==> src/rtl/tap_ctrl_pkg.sv <==
// Shared TAP definitions: state encodings, instruction opcodes, DR selection
// and the IEEE 1149.1 next-state function.
package tap_ctrl_pkg;

  typedef enum logic [3:0] {
    ST_EX2_DR   = 4'h0,
    ST_EX1_DR   = 4'h1,
    ST_SH_DR    = 4'h2,
    ST_PAUSE_DR = 4'h3,
    ST_SEL_IR   = 4'h4,
    ST_UPD_DR   = 4'h5,
    ST_CAP_DR   = 4'h6,
    ST_SEL_DR   = 4'h7,
    ST_EX2_IR   = 4'h8,
    ST_EX1_IR   = 4'h9,
    ST_SH_IR    = 4'hA,
    ST_PAUSE_IR = 4'hB,
    ST_RTI      = 4'hC,
    ST_UPD_IR   = 4'hD,
    ST_CAP_IR   = 4'hE,
    ST_TLR      = 4'hF
  } tap_state_e;

  localparam logic [3:0] OPC_IDCODE = 4'b0001;
  localparam logic [3:0] OPC_USER   = 4'b1000;
  localparam logic [3:0] OPC_BYPASS = 4'b1111;

  typedef enum logic [1:0] {
    DR_BYPASS = 2'd0,
    DR_IDCODE = 2'd1,
    DR_USER   = 2'd2
  } dr_sel_e;

  function automatic tap_state_e tap_next(input tap_state_e s, input logic tms);
    case (s)
      ST_TLR:      tap_next = tms ? ST_TLR      : ST_RTI;
      ST_RTI:      tap_next = tms ? ST_SEL_DR   : ST_RTI;
      ST_SEL_DR:   tap_next = tms ? ST_SEL_IR   : ST_CAP_DR;
      ST_CAP_DR:   tap_next = tms ? ST_EX1_DR   : ST_SH_DR;
      ST_SH_DR:    tap_next = tms ? ST_EX1_DR   : ST_SH_DR;
      ST_EX1_DR:   tap_next = tms ? ST_UPD_DR   : ST_PAUSE_DR;
      ST_PAUSE_DR: tap_next = tms ? ST_EX2_DR   : ST_PAUSE_DR;
      ST_EX2_DR:   tap_next = tms ? ST_UPD_DR   : ST_SH_DR;
      ST_UPD_DR:   tap_next = tms ? ST_SEL_DR   : ST_RTI;
      ST_SEL_IR:   tap_next = tms ? ST_TLR      : ST_CAP_IR;
      ST_CAP_IR:   tap_next = tms ? ST_EX1_IR   : ST_SH_IR;
      ST_SH_IR:    tap_next = tms ? ST_EX1_IR   : ST_SH_IR;
      ST_EX1_IR:   tap_next = tms ? ST_UPD_IR   : ST_PAUSE_IR;
      ST_PAUSE_IR: tap_next = tms ? ST_EX2_IR   : ST_PAUSE_IR;
      ST_EX2_IR:   tap_next = tms ? ST_UPD_IR   : ST_SH_IR;
      ST_UPD_IR:   tap_next = tms ? ST_SEL_DR   : ST_RTI;
      default:     tap_next = ST_TLR;
    endcase
  endfunction

endpackage

==> src/rtl/tap_sync_edge.sv <==
// Two-flop synchronizer for one asynchronous pad input followed by an edge
// register; rise/fall are single clk cycle pulses.
module tap_sync_edge (
  input  logic clk,
  input  logic rst,
  input  logic pad,
  output logic level,
  output logic rise,
  output logic fall
);

  logic meta_r;
  logic sync_r;
  logic prev_r;

  // synchronizer chain plus previous-value register
  always_ff @(posedge clk) begin
    if (rst) begin
      meta_r <= 1'b0;
      sync_r <= 1'b0;
      prev_r <= 1'b0;
    end else begin
      meta_r <= pad;
      sync_r <= meta_r;
      prev_r <= sync_r;
    end
  end

  assign level = sync_r;
  assign rise  = sync_r & ~prev_r;
  assign fall  = ~sync_r & prev_r;

endmodule

==> src/rtl/tap_ctrl.sv <==
// JTAG TAP controller oversampling TCK in the clk_in domain.
// Optional USER data register enabled by defining TAP_USER_DR_EN.
module tap_ctrl
  import tap_ctrl_pkg::*;
#(
  parameter int          IR_WIDTH = 4,
  parameter logic [31:0] IDCODE   = 32'h1000_0001
) (
  input  logic                clk_in,
  input  logic                rst_in,
  input  logic                pad_tap_tck,
  input  logic                pad_tap_tms,
  input  logic                pad_tap_tdi,
  output logic                tap_pad_tdo,
  output logic                tap_pad_tdo_oe,
  output logic [IR_WIDTH-1:0] tap_ir,
  output logic [3:0]          tap_state
`ifdef TAP_USER_DR_EN
  ,
  input  logic [31:0]         user_dr_capture_data,
  output logic [31:0]         user_dr_update_data,
  output logic                user_dr_update_valid
`endif
);

  localparam logic [IR_WIDTH-1:0] IR_IDCODE = IR_WIDTH'(OPC_IDCODE);
`ifdef TAP_USER_DR_EN
  localparam logic [IR_WIDTH-1:0] IR_USER   = IR_WIDTH'(OPC_USER);
`endif

  logic tck_level_s, tck_rise_s, tck_fall_s;
  logic tms_s, tms_rise_s, tms_fall_s;
  logic tdi_s, tdi_rise_s, tdi_fall_s;
  logic unused_edges_s;

  tap_state_e            state_r;
  tap_state_e            next_state_s;
  dr_sel_e               dr_sel_s;
  logic [IR_WIDTH-1:0]   ir_shift_r;
  logic [31:0]           dr_shift_r;
  logic                  bypass_r;

  tap_sync_edge u_sync_tck (
    .clk(clk_in), .rst(rst_in), .pad(pad_tap_tck),
    .level(tck_level_s), .rise(tck_rise_s), .fall(tck_fall_s)
  );

  tap_sync_edge u_sync_tms (
    .clk(clk_in), .rst(rst_in), .pad(pad_tap_tms),
    .level(tms_s), .rise(tms_rise_s), .fall(tms_fall_s)
  );

  tap_sync_edge u_sync_tdi (
    .clk(clk_in), .rst(rst_in), .pad(pad_tap_tdi),
    .level(tdi_s), .rise(tdi_rise_s), .fall(tdi_fall_s)
  );

  assign unused_edges_s = ^{tck_level_s, tms_rise_s, tms_fall_s, tdi_rise_s, tdi_fall_s};

  // TAP state register
  always_ff @(posedge clk_in) begin
    if (rst_in) begin
      state_r <= ST_TLR;
    end else begin
      state_r <= next_state_s;
    end
  end

  // next state: the FSM only moves on a synchronized TCK rising edge
  always_comb begin
    next_state_s = state_r;
    if (tck_rise_s) begin
      next_state_s = tap_next(state_r, tms_s);
    end else begin
      next_state_s = state_r;
    end
  end

  // instruction decode; unknown opcodes fall back to BYPASS
  always_comb begin
    dr_sel_s = DR_BYPASS;
    if (tap_ir == IR_IDCODE) begin
      dr_sel_s = DR_IDCODE;
    end
`ifdef TAP_USER_DR_EN
    else if (tap_ir == IR_USER) begin
      dr_sel_s = DR_USER;
    end
`endif
    else begin
      dr_sel_s = DR_BYPASS;
    end
  end

  assign tap_state = state_r;

  // shift registers, instruction register and TDO, all paced by TCK edges
  always_ff @(posedge clk_in) begin
    if (rst_in) begin
      ir_shift_r     <= '0;
      dr_shift_r     <= 32'h0000_0000;
      bypass_r       <= 1'b0;
      tap_ir         <= IR_IDCODE;
      tap_pad_tdo    <= 1'b0;
      tap_pad_tdo_oe <= 1'b0;
`ifdef TAP_USER_DR_EN
      user_dr_update_data  <= 32'h0000_0000;
      user_dr_update_valid <= 1'b0;
`endif
    end else begin
`ifdef TAP_USER_DR_EN
      user_dr_update_valid <= 1'b0;
`endif
      if (tck_rise_s) begin
        case (state_r)
          ST_CAP_IR: ir_shift_r <= IR_IDCODE;
          ST_SH_IR:  ir_shift_r <= {tdi_s, ir_shift_r[IR_WIDTH-1:1]};
          ST_UPD_IR: tap_ir     <= ir_shift_r;
          ST_CAP_DR: begin
            case (dr_sel_s)
              DR_IDCODE: dr_shift_r <= IDCODE;
`ifdef TAP_USER_DR_EN
              DR_USER:   dr_shift_r <= user_dr_capture_data;
`endif
              default:   bypass_r   <= 1'b0;
            endcase
          end
          ST_SH_DR: begin
            case (dr_sel_s)
              DR_IDCODE, DR_USER: dr_shift_r <= {tdi_s, dr_shift_r[31:1]};
              default:            bypass_r   <= tdi_s;
            endcase
          end
`ifdef TAP_USER_DR_EN
          ST_UPD_DR: begin
            if (dr_sel_s == DR_USER) begin
              user_dr_update_data  <= dr_shift_r;
              user_dr_update_valid <= 1'b1;
            end
          end
`endif
          default: ;
        endcase
        // Test-Logic-Reset always presents IDCODE as the active instruction
        if (next_state_s == ST_TLR) begin
          tap_ir <= IR_IDCODE;
        end
      end
      if (tck_fall_s) begin
        if (state_r == ST_SH_IR) begin
          tap_pad_tdo    <= ir_shift_r[0];
          tap_pad_tdo_oe <= 1'b1;
        end else if (state_r == ST_SH_DR) begin
          tap_pad_tdo    <= (dr_sel_s == DR_BYPASS) ? bypass_r : dr_shift_r[0];
          tap_pad_tdo_oe <= 1'b1;
        end else begin
          tap_pad_tdo    <= 1'b0;
          tap_pad_tdo_oe <= 1'b0;
        end
      end
    end
  end

endmodule

==> config.mk <==
export PLATFORM = sky130hd
export DESIGN_NAME = tap_ctrl
export DESIGN_NICKNAME = d
export VERILOG_FILES = /design/src/rtl/tap_ctrl_pkg.sv /design/src/rtl/tap_sync_edge.sv /design/src/rtl/tap_ctrl.sv
export SDC_FILE = /design/constraint.sdc
export NUM_CORES = 1
export LEC_CHECK = 0
export CORE_ASPECT_RATIO = 0.75
export CORE_UTILIZATION = 61
export CTS_BUF_LIST = sky130_fd_sc_hd__clkbuf_8 sky130_fd_sc_hd__clkbuf_16
export DETAILED_ROUTE_END_ITERATION = 7
export PLACE_DENSITY = 0.84
export SKIP_CTS_REPAIR_TIMING = 1
export SYNTH_ARGS = -nofsm -noshare
export SYNTH_HDL_FRONTEND = slang
export SYNTH_SLANG_ARGS = --single-unit
==> constraint.sdc <==
create_clock -name clk_in -period 2.8 [get_ports clk_in]
set_input_delay 0.84 -clock clk_in [delete_from_list [all_inputs] [get_ports clk_in]]
set_output_delay 0.84 -clock clk_in [all_outputs]
set_load 0.02 [all_outputs]
==> results of run 1 <==
==> stage by stage <==
step	hold WS (ns)	cell area (µm²)	total power, µW	util, %
2_1_floorplan	0.414	2180	846	-
3_5_place_dp	0.427	2290	869	68.2
4_1_cts	0.448	2430	1490	72.4
5_1_grt	0.460	2430	1530	72.4
3_3_place_gp	0.416	2290	868	68.2
6_report	0.444	2430	1480	72.4
==> cell type report <==
type                    count  area share [%]
flip-flops and latches     54            44.5
multi-input cells         174            40.5
repair buffers             18            6.79
clock buffers               6            3.40
clock inverters             2            2.47
well taps                  40            2.06
inverters                   2           0.309
==> state kept, by name, indices dropped and copies added (netlist names) <==
register,cells
tap_ir,4
u_sync_tdi.meta_r,1
tap_pad_tdo,1
tap_pad_tdo_oe,1
u_sync_tdi.level,1
u_sync_tms.meta_r,1
tap_state,4
u_sync_tck.level,1
ir_shift_r,4
u_sync_tck.meta_r,1
bypass_r,1
u_sync_tms.level,1
u_sync_tck.prev_r,1
dr_shift_r,32
==> metal layers <==
metal	part of all wire, %	up-vias	track usage [%]	wire, µm
li1	-	875	-	-
met1	55	779	32.6	2140
met2	41	29	31.7	1620
met3	3.2	2	7.30	126
met4	0.69	0	4.00	27
met5	0	-	0	0
==> cells by family after synthesis <==
kind of cell	count (synthesis)	share of synthesized area [%]
simple gates	116	28.9
compound gates	56	14.9
flops	54	49.6
buf+inv	23	5.57
mux	2	0.976
==> cell usage after synthesis (all sizes together) <==
cell     n
inv      2
or3      2
a21oi   43
nor3     5
mux2     1
a211oi   1
and3b    1
o21ai    2
o311ai   2
nand4b   1
clkbuf  13
nor4b    3
nand2   39
and2     1
nor2     7
o21bai   3
mux2i    1
o41ai    2
nor4     2
nand4    1
or4      1
a21bo    1
nor2b    9
nand3b   2
or4b     1
and3     1
dfxtp   54
nand2b   4
or2      1
nand3   29
a32o     1
or3b     2
and4b    1
nor3b    3
o21a     1
buf      8
==> path summary, 6_finish.rpt <==
check	from	endpoint	slack [ns]	cells past startpoint
worst max-delay path	tap_state[3]$_SDFF_PP1_	tap_state[3]	0.27	1
worst max register to register	tap_ir[3]$_SDFFE_PP0P_	dr_shift_r[0]$_SDFFE_PP0P_	0.69	4
worst min-delay path	u_sync_tdi.meta_r$_SDFF_PP0_	u_sync_tdi.level$_SDFF_PP0_	0.44	1
worst min register to register	u_sync_tdi.meta_r$_SDFF_PP0_	u_sync_tdi.level$_SDFF_PP0_	0.44	1
==> power groups by stage <==
| stage | Combinational [µW] | Clock (µW) | Sequential, µW |
|---|---|---|---|
| floorplan | 41.8 | 0 | 804 |
| global placement | 65.6 | 0 | 803 |
| detailed placement | 66.3 | 0 | 803 |
| CTS | 66.6 | 635 | 785 |
| global route | 72.7 | 665 | 787 |
| finish | 66.5 | 632 | 785 |
==> metrics.yaml, run 1 <==
logic_synthesis:
  ys_types: 41
  yosysSeqAreaShare_pct: 49.6
  syn-num-nets: 256
  yosysTopAreaCellShare_pct: 49.6
  avgSynthCellArea_um2: 8.68
  synth_top_area_cell: "dfxtp_1"
  yosysWarnings: 0
  synth.area.top_cells: "dfxtp_1, a21oi_1, nand2_1"
  synth.ff_latch_count: 54
  syn_inst: 251
  syn_area_um2: 2180
routing:
  postRouteAntennaNets: 0
  via_count: 1685
  drc: 0
  routed_via_density: 5.69
  drtPass1Iterations: 6
  initialDrtViolationCount: 160
  routedWlPerCell_um: 13.2
  wirelength_mm: 3.92
final_layout:
  nNetsFinal: 260
  regArea_um2: 1080
  syn_to_final_growth_pct: 11.6
  diodes: 0
  layout_common_cells: "dfxtp_1, a21oi_1, nand2_1"
  fill_cells: 254
  fin_cells: 296
  layout_commonest_cell: "dfxtp_1"
  multi_input_area_um2: 985
  drive_gt1_share_pct: 8.20
pwr:
  power.density_nw_per_um2: 611
  p_sw_share_pct: 20.1
  p_int_uw: 1190
  power.switching_uw: 299
  comb_power_share_pct: 4.5
  p_seq_share_pct: 52.9
  irDropWorstVdd_mv: 0.495
  p_clk_share_pct: 42.6
  p_leak_uw: 0.000804
global_route:
  grt-ovfl-total: 0
  antenna_found_initial: 0
  grt_pass1_wl_mm: 6.44
  grt_usage_pct: 22.1
  grt_max_degree: 43
  grt_pass1_vias: 1372
critical_path:
  critPathKind: "flop to output pin"
  cp_slowest_cell: "clkdlybuf4s50_1"
  critPathLaunchType: "flop"
  critPathTopFamily: "buffers and inverters"
  worstPathRequired_ns: 1.96
  cp_max_fo: 14
  path_buf_inv: 1
  worstPathArrival_ns: 1.69
  setup.worst_path.end_class: "output pin"
  cpPeakStageDelay_ns: 0.71
  crit_chain: "clkdlybuf4s50_1"
floorplanning:
  die_y_um: 53.8
  initial_core_util_pct: 64.9
  dieArea_um2: 3820
  fp.dieW_um: 71
  core_area_um2: 3360
  num_rows: 18
  ios: 15
run_status:
  status: "finished clean"
sta:
  worst_slew_pin_slew_ns: 0.701
  max_slew_margin_pct: 53.2
  post-route-period-util_pct: 90.2
  timing.fmax_mhz: 396
  fin_skew_ns: 0.0104
  drv_slew: 0
  grt_setup_unrepaired: "false"
  worst_slack_ns: 0.274
  setup_violations: 0
  tns_ns: 0
  fin_crit_ns: 2.53
  hold_violations: 0
cts:
  htreeDepth: 2
  clk_latency_ns: 0.31
  cts-root-to-sink-buffers: 2
  clock-root-buffer: "clkbuf_8"
  clock-sinks: 54
  cts-buffers-inserted: 5
  cts_tree: "yes"
  path_clk_slew_ns: 0.09
placed_design:
  pre_cts_ws_ns: 0.619
  place_hpwl_mm: 2.37
  place_congestion: 0.783
  io_buffers: 14
  dp_cells: 288
min_path:
  hp-class: "flop to flop"
run:
  cap_violations: 0
No activity file was read; power rests on OpenSTA's default activity.
==> run 2: changes to the inputs <==
- ABC_CLOCK_PERIOD_IN_PS: default -> 2800
==> results of run 2 <==
No change in the layout: final DEF, timing and power equal those of run 1.
